File: src/rtl/multicycle_control.sv
// -----------------------------------------------------------------------------
// multicycle_control
//   Main control FSM for the multicycle MIPS datapath. There is one state per
//   instruction phase, and every datapath strobe and select is Moore-decoded
//   from the state register. AluOp feeds the downstream ALU control decoder.
//   Supported instructions: R-type, lw, sw, beq, j, addi.
//
// Ports
//   clk          system clock, rising edge
//   reset        asynchronous, active-high reset
//   opcode       instruction[31:26]; sampled only in DECODE
//   PCWrite      unconditional PC load
//   PCWriteCond  PC load qualified by ALU zero (beq)
//   IorD         memory address select: 0 = PC, 1 = ALUOut
//   MemRead      memory read strobe
//   MemWrite     memory write strobe
//   IRWrite      instruction register load
//   MemtoReg     register write-data select: 0 = ALUOut, 1 = MDR
//   RegDst       destination select: 0 = rt, 1 = rd
//   RegWrite     register file write
//   AluSrcA      ALU A select: 0 = PC, 1 = rs
//   AluSrcB      ALU B select: 00 rt, 01 +4, 10 imm, 11 imm<<2
//   AluOp        00 add, 01 sub, 10 decode funct
//   PCSource     00 ALU result, 01 ALUOut, 10 jump target
//   state        current state (debug)
//   retire       pulse in the final state of each completed instruction
//   illegal_op   pulse in the FETCH after an unsupported opcode
// -----------------------------------------------------------------------------
module multicycle_control #(
    parameter int STATE_W = 4
) (
    input  logic               clk,
    input  logic               reset,
    input  logic [5:0]         opcode,
    output logic               PCWrite,
    output logic               PCWriteCond,
    output logic               IorD,
    output logic               MemRead,
    output logic               MemWrite,
    output logic               IRWrite,
    output logic               MemtoReg,
    output logic               RegDst,
    output logic               RegWrite,
    output logic               AluSrcA,
    output logic [1:0]         AluSrcB,
    output logic [1:0]         AluOp,
    output logic [1:0]         PCSource,
    output logic [STATE_W-1:0] state,
    output logic               retire,
    output logic               illegal_op
);

    typedef enum logic [STATE_W-1:0] {
        FETCH     = 'd0,
        DECODE    = 'd1,
        MEM_ADDR  = 'd2,
        MEM_READ  = 'd3,
        MEM_WB    = 'd4,
        MEM_WRITE = 'd5,
        R_EXEC    = 'd6,
        R_WB      = 'd7,
        BRANCH    = 'd8,
        JUMP      = 'd9,
        ADDI_EXEC = 'd10,
        ADDI_WB   = 'd11
    } state_t;

    localparam logic [5:0] OP_RTYPE = 6'b000000;
    localparam logic [5:0] OP_LW    = 6'b100011;
    localparam logic [5:0] OP_SW    = 6'b101011;
    localparam logic [5:0] OP_BEQ   = 6'b000100;
    localparam logic [5:0] OP_J     = 6'b000010;
    localparam logic [5:0] OP_ADDI  = 6'b001000;

    typedef struct packed {
        logic       pc_write;
        logic       pc_write_cond;
        logic       ior_d;
        logic       mem_read;
        logic       mem_write;
        logic       ir_write;
        logic       mem_to_reg;
        logic       reg_dst;
        logic       reg_write;
        logic       alu_src_a;
        logic [1:0] alu_src_b;
        logic [1:0] alu_op;
        logic [1:0] pc_source;
        logic       retire;
    } ctrl_t;

    state_t state_q, state_d;
    logic   is_store_q, is_store_d;
    logic   illegal_q, illegal_d;
    ctrl_t  ctrl;

    // NOTE: sequential state uses non-blocking assignments so every register
    // samples the pre-edge values regardless of statement order.
    always_ff @(posedge clk or posedge reset) begin
        if (reset) begin
            state_q    <= FETCH;
            is_store_q <= 1'b0;
            illegal_q  <= 1'b0;
        end else begin
            state_q    <= state_d;
            is_store_q <= is_store_d;
            illegal_q  <= illegal_d;
        end
    end

    // NOTE: every signal driven here gets a default first so no path through
    // the case statement can leave one unassigned and infer a latch.
    always_comb begin
        state_d    = FETCH;
        is_store_d = is_store_q;
        ctrl       = '0;

        case (state_q)
            FETCH: begin
                ctrl.mem_read  = 1'b1;
                ctrl.ir_write  = 1'b1;
                ctrl.alu_src_b = 2'b01;
                ctrl.pc_write  = 1'b1;
                state_d        = DECODE;
            end
            DECODE: begin
                ctrl.alu_src_b = 2'b11;
                // lw/sw share MEM_ADDR; remember which one now, because the
                // opcode is not trusted outside DECODE.
                is_store_d     = (opcode == OP_SW);
                case (opcode)
                    OP_LW, OP_SW: state_d = MEM_ADDR;
                    OP_RTYPE:     state_d = R_EXEC;
                    OP_BEQ:       state_d = BRANCH;
                    OP_J:         state_d = JUMP;
                    OP_ADDI:      state_d = ADDI_EXEC;
                    default:      state_d = FETCH;
                endcase
            end
            MEM_ADDR: begin
                ctrl.alu_src_a = 1'b1;
                ctrl.alu_src_b = 2'b10;
                state_d        = is_store_q ? MEM_WRITE : MEM_READ;
            end
            MEM_READ: begin
                ctrl.mem_read = 1'b1;
                ctrl.ior_d    = 1'b1;
                state_d       = MEM_WB;
            end
            MEM_WB: begin
                ctrl.reg_write  = 1'b1;
                ctrl.mem_to_reg = 1'b1;
                ctrl.retire     = 1'b1;
            end
            MEM_WRITE: begin
                ctrl.mem_write = 1'b1;
                ctrl.ior_d     = 1'b1;
                ctrl.retire    = 1'b1;
            end
            R_EXEC: begin
                ctrl.alu_src_a = 1'b1;
                ctrl.alu_op    = 2'b10;
                state_d        = R_WB;
            end
            R_WB: begin
                ctrl.reg_write = 1'b1;
                ctrl.reg_dst   = 1'b1;
                ctrl.retire    = 1'b1;
            end
            BRANCH: begin
                ctrl.alu_src_a     = 1'b1;
                ctrl.alu_op        = 2'b01;
                ctrl.pc_write_cond = 1'b1;
                ctrl.pc_source     = 2'b01;
                ctrl.retire        = 1'b1;
            end
            JUMP: begin
                ctrl.pc_write  = 1'b1;
                ctrl.pc_source = 2'b10;
                ctrl.retire    = 1'b1;
            end
            ADDI_EXEC: begin
                ctrl.alu_src_a = 1'b1;
                ctrl.alu_src_b = 2'b10;
                state_d        = ADDI_WB;
            end
            ADDI_WB: begin
                ctrl.reg_write = 1'b1;
                ctrl.retire    = 1'b1;
            end
            default: begin
                // Unused codes 12-15: all outputs stay 0, recover to FETCH.
                state_d = FETCH;
            end
        endcase
    end

    // Only DECODE can fall back to FETCH early; that is an unsupported opcode.
    assign illegal_d = (state_q == DECODE) && (state_d == FETCH);

    // NOTE: outputs are gated by reset combinationally so no write strobe
    // survives even the remainder of the cycle in which reset rises.
    assign {PCWrite, PCWriteCond, IorD, MemRead, MemWrite, IRWrite, MemtoReg,
            RegDst, RegWrite, AluSrcA, AluSrcB, AluOp, PCSource, retire}
        = reset ? '0 : ctrl;

    assign state      = state_q;
    assign illegal_op = illegal_q;

endmodule
File: config.mk
export PLATFORM = sky130hd
export DESIGN_NAME = multicycle_control
export DESIGN_NICKNAME = d
export VERILOG_FILES = /design/src/rtl/multicycle_control.sv
export SDC_FILE = /design/constraint.sdc
export NUM_CORES = 1
export LEC_CHECK = 0
export ABC_AREA = 1
export ABC_CLOCK_PERIOD_IN_PS = 1800
export CAP_MARGIN = 20
export CORE_UTILIZATION = 38
export DETAILED_ROUTE_END_ITERATION = 8
export PLACE_DENSITY = 0.85
export SLEW_MARGIN = 30
export SYNTH_ARGS = -nofsm -noshare
export SYNTH_HDL_FRONTEND = slang
export SYNTH_SLANG_ARGS = --single-unit
File: constraint.sdc
create_clock -name clk -period 1.8 [get_ports clk]
set_input_delay 0.45 -clock clk [delete_from_list [all_inputs] [get_ports clk]]
set_output_delay 0.45 -clock clk [all_outputs]
set_load 0.01 [all_outputs]
# Word-level counts from Yosys, hierarchy flattened
# Cells that the tools add are included.
[classes]
eq_ne = 16
mux = 18
reduce_logical = 12
[ops]
columns = ["operator", "count"]
rows = [
  ["$pmux 4 s6", 1],
  ["$pmux 4 s5", 1],
  ["$mux 17", 1],
  ["$eq 4x3->1 const B", 4],
  ["$eq 4x4->1 const B", 4],
  ["$eq 6x6->1 const B", 2],
  ["$mux 1", 11],
  ["$reduce_or 2->1", 5],
  ["$eq 4x2->1 const B", 2],
  ["$logic_not 4->1", 2],
  ["$pmux 2 s2", 2],
  ["$eq 6x2->1 const B", 1],
  ["$eq 6x3->1 const B", 1],
  ["$eq 6x4->1 const B", 1],
  ["$logic_not 6->1", 1],
  ["$pmux 2 s3", 1],
  ["$reduce_or 6->1", 1],
  ["$eq 4x1->1 const B", 1],
  ["$reduce_or 4->1", 1],
  ["$mux 3", 1],
  ["$reduce_or 3->1", 1],
  ["$logic_and 1x1->1", 1],
]
[word_totals]
regBits = 6
input_bits = 8

# Depth between registers and ports, before layout
[logic_depth]
depth_word = 6
depth_mapped = 9
ltp_nobuf = 9

# Worst setup path after synthesis
# Ideal clock, no wire load.
[synth_timing]
kind = "reg2out"
from = "register state_q[2] (netlist: state[2])"
to = "output port RegWrite"
t_arrival_ns = 1.281
t_required_ns = 1.350
slack_ns = 0.069
path_stages_with_launch = 7
path_buffers = 0
path_cell_list = "dfrtp_1 > inv_2 > nor2_1 > inv_1 > nor3_1 > nor2_1 > o31ai_1"
[synth_between]
elab_chain_cells = 4
elab_cells_between_ends = 6
classes_between = "eq/ne: 3; mux: 2; reduce/logical: 1"
[synth_rtl]
columns = ["item", "line", "rtl"]
rows = [
  ["start: declaration", "92", "state_t state_q, state_d;"],
  ["start signal: assignment", "105", "state_q <= state_d;"],
  ["$eq 4x4->1 / $eq 4x3->1 (equally long branches)", "118", "case (state_q)"],
  ["$reduce_or 3->1 (no line) (*)", "n/a", ""],
  ["$mux 1 (*)", "118", ""],
  ["$mux 17 (*)", "205", "= reset ? '0 : ctrl;"],
  ["end: declaration", "43", "output logic RegWrite,"],
]
# Mark *: on every way between the ends. The rest lies on a longest branch, timed or not.

# Worst setup path after layout
[layout_timing]
from = "register state_q[1] (netlist: state[1])"
to = "output port AluSrcA"
[layout_between]
elab_chain_cells = 4
elab_cells_between_ends = 7
classes_between = "eq/ne: 4; mux: 2; reduce/logical: 1"
[layout_rtl]
columns = ["item", "line", "rtl"]
rows = [
  ["$eq 4x4->1 (tied with other cells)", "118", ""],
  ["$reduce_or 4->1 (no line) (*)", "n/a", ""],
  ["$mux 1 (*)", "118", ""],
  ["$mux 17 (*)", "205", ""],
  ["end: declaration", "44", "output logic AluSrcA,"],
]
# Marked as above.

==> summary.txt <==
Synthesis
  • Netlist cell types: 20
  • Seq cells post-synth: 6
  • Area share of the largest cell type after synthesis: 26.2%
  • Syn. warnings: 0
  • Post-Synthesis Cells: 96
  • Sequential area share after synthesis: 26.2%
  • Syn_nets: 104
  • Cell taking the most area after synthesis: dfrtp_1
  • Top post-synthesis cells by area: dfrtp_1 (26%), nand2_1 (15%), nor2_1 (13%)
  • Synthesized cell area: 573 um2
  • Avg Synthesized Cell Area: 5.97 um2

Drt
  • DRT Pass-1 Iters: 4
  • Via-to-Cell Ratio: 5.11
  • Total Wirelength: 2120 um
  • Wire per inst: 12.8 um
  • Via count: 849
  • Final ANT Viol Nets: 0
  • DRC violations left: 0
  • Drt first-iter violations: 14

Critical path
  • Buffers & Inverters on Critical Path: 1
  • WP data required: 1.35 ns
  • Max FO, Critical Path: 5
  • WS Path Type: reg -> out
  • CP delay by family, top: flip-flops
  • Crit path capture type: output port
  • Slowest stage delay, CP: 0.45 ns
  • CP max-delay cell: dfrtp_2
  • CP startpoint kind: flop
  • Cells along the critical path: nor2_2, nand2_2, a21oi_1, buf_2
  • Crit path DAT: 1.41 ns

Timing
  • Worst Tran Pin Value: 0.260 ns
  • Max Clk Rate: 537 MHz
  • Setup WS post-layout: -0.0638 ns
  • Tmin final: 1.86 ns
  • Period utilization: 104%
  • Final Max Slew Viols: 0
  • Final setup fails: 5
  • Final hold violation count: 0
  • Setup TNS: -0.123 ns
  • Final Skew: 0.00700 ns
  • Worst slew margin: 82.5%
  • RSZ-0062 raised after global routing: yes

Floorplan
  • Io pins: 30
  • Die area: 1670 um2
  • Initial Util: 42.4%
  • Row count: 13
  • Die width: 40.8 um
  • Die Ht: 40.8 um
  • Core Area: 1350 um2

Power and ir drop
  • Clock power frac: 12.6%
  • Sequential share of power: 21.7%
  • Worst vdd ir: 0.000774 V
  • Sw Share: 43.6%
  • Internal: 552 uW
  • Leak: 0.602 nW
  • Combinational Power Share: 65.7%
  • Power Dens Cells: 893 nW/um2
  • NetSw: 427 uW

GRT
  • Initial antenna violation count: 0
  • Total Routing Usage GR: 27.3%
  • Total congestion overflow: 0
  • First-pass GRT wire length: 2880 um
  • Via count of the first global-routing pass: 727
  • Largest net degree at the start of global routing: 15

Clocking
  • Root Driver: clkbuf_4
  • H-tree levels: 1
  • CTS Buf Count: 3
  • Worst-case clock buffer depth: 2
  • CTS sink cnt: 6
  • Clk slew on worst S/H paths: 0.05 ns
  • Later-pin clock latency in the skew report: 0.25 ns
  • CTS tree: done

Finish
  • Ant. Diodes: 0
  • Nets@finish: 161
  • Share of layout cells above drive strength 1: 53.6%
  • Area Overhead vs Synth: 91.3%

Job
  • Maxcap violations: 0

Placement
  • GP Congestion: 0.760
  • Post-DP HPWL: 1390 um
  • Worst slack at placement: -0.582 ns
  • IO buf count: 29

Outcome
  • Status: finished with violations
  • Violated checks: negative setup slack

Hold path
  • Min-delay worst type: in -> async
power by group through the flow:
| stage | combinational, mW | sequential [mW] | clock [mW] |
|---|---|---|---|
| 6_report | 0.643 | 0.212 | 0.124 |
| 5_1_grt | 0.694 | 0.218 | 0.139 |
| 4_1_cts | 0.574 | 0.206 | 0.125 |
| 3_5_place_dp | 0.579 | 0.201 | 0 |
| 3_3_place_gp | 0.571 | 0.200 | 0 |
| 2_1_floorplan | 0.245 | 0.213 | 0 |
Yosys cell counts (all sizes together):
| master | number |
|---|---|
| nor4 | 1 |
| nand4 | 1 |
| clkbuf | 2 |
| o21ai | 2 |
| o31ai | 1 |
| o211ai | 1 |
| nand2 | 26 |
| dfrtp | 6 |
| nor3 | 3 |
| inv | 17 |
| buf | 1 |
| o22ai | 1 |
| a21oi | 7 |
| nand3 | 4 |
| nor2 | 23 |
placed cells by master, fill, tap and decap left out, drive strengths merged:
cell,count
a21oi,7
buf,41
clkbuf,5
clkdlybuf4s15,1
clkdlybuf4s50,9
dfrtp,6
dlygate4sd2,1
dlymetal6s2s,1
inv,17
nand2,26
nand3,4
nand4,1
nor2,23
nor3,3
nor4,1
o211ai,1
o21ai,2
o22ai,1
o31ai,1
metal layers:
layer  GRT usage, %  wire, um  vias to the layer above
li1               -         -                      418
met1           26.7       763                      375
met2           51.2      1140                       49
met3           2.72       155                        7
met4           20.8        63                        0
met5              0         0                        -
worst register-to-register path: cells and delay by family (launching register included):
kind	cells	cell delay, ns
flops	1	0.46
simple gates	8	0.75
buf+inv	3	0.28
registers in the layout, indices dropped and copies added (netlist names):
name        flops
state           4
illegal_op      1
is_store_q      1
stage by stage:
stage	area, um2	cells	hold slack [ns]	power [mW]	utilization, %
after global placement	1020	158	0.558	0.771	75.9
after floorplan	573	96	0.426	0.459	-
after CTS	1060	163	0.545	0.905	78.3
after global routing	1100	166	0.574	1.05	81.2
final	1100	166	0.554	0.979	81.2
after detailed placement	1020	158	0.567	0.780	75.9
path summary, 6_finish.rpt:
path / endpoint / slack [ns] / cells past startpoint / start
setup / recovery: AluSrcA / -0.06 / 4 / state[1]$_DFF_PP0_
hold / removal: state[2]$_DFF_PP0_ / 0.55 / 4 / reset
setup reg to reg: illegal_op$_DFF_PP0_ / 0.23 / 11 / state[0]$_DFF_PP0_
hold reg to reg: is_store_q$_DFFE_PP0P_ / 0.57 / 2 / is_store_q$_DFFE_PP0P_
max in group asynchronous: state[0]$_DFF_PP0_ / 1.11 / 4 / reset
min in group clk: is_store_q$_DFFE_PP0P_ / 0.57 / 2 / is_store_q$_DFFE_PP0P_
cells by family after synthesis:
group	after synthesis	synth area share [%]
AOI/OAI and AO/OA	12	14.2
DFF	6	26.2
buffers and inverters	20	13.8
and+or+nand+nor	58	45.9
what timing repair did:
item	in CTS	in global routing
buffers inserted	2	2
gates resized for setup	72	29
setup endpoints to repair	17	16
cloned	0	1
pin swaps	3	5
hold buffers	0	0
area by class of cell:
class / instances / area [um2]
inverter: 17 / 66.3
clock buffer: 3 / 22.5
timing repair buffer: 55 / 413
tap: 15 / 18.8
multi-input combinational: 70 / 422
fill: 94 / 254
sequential: 6 / 154
Power figures use the tool's default switching activity.
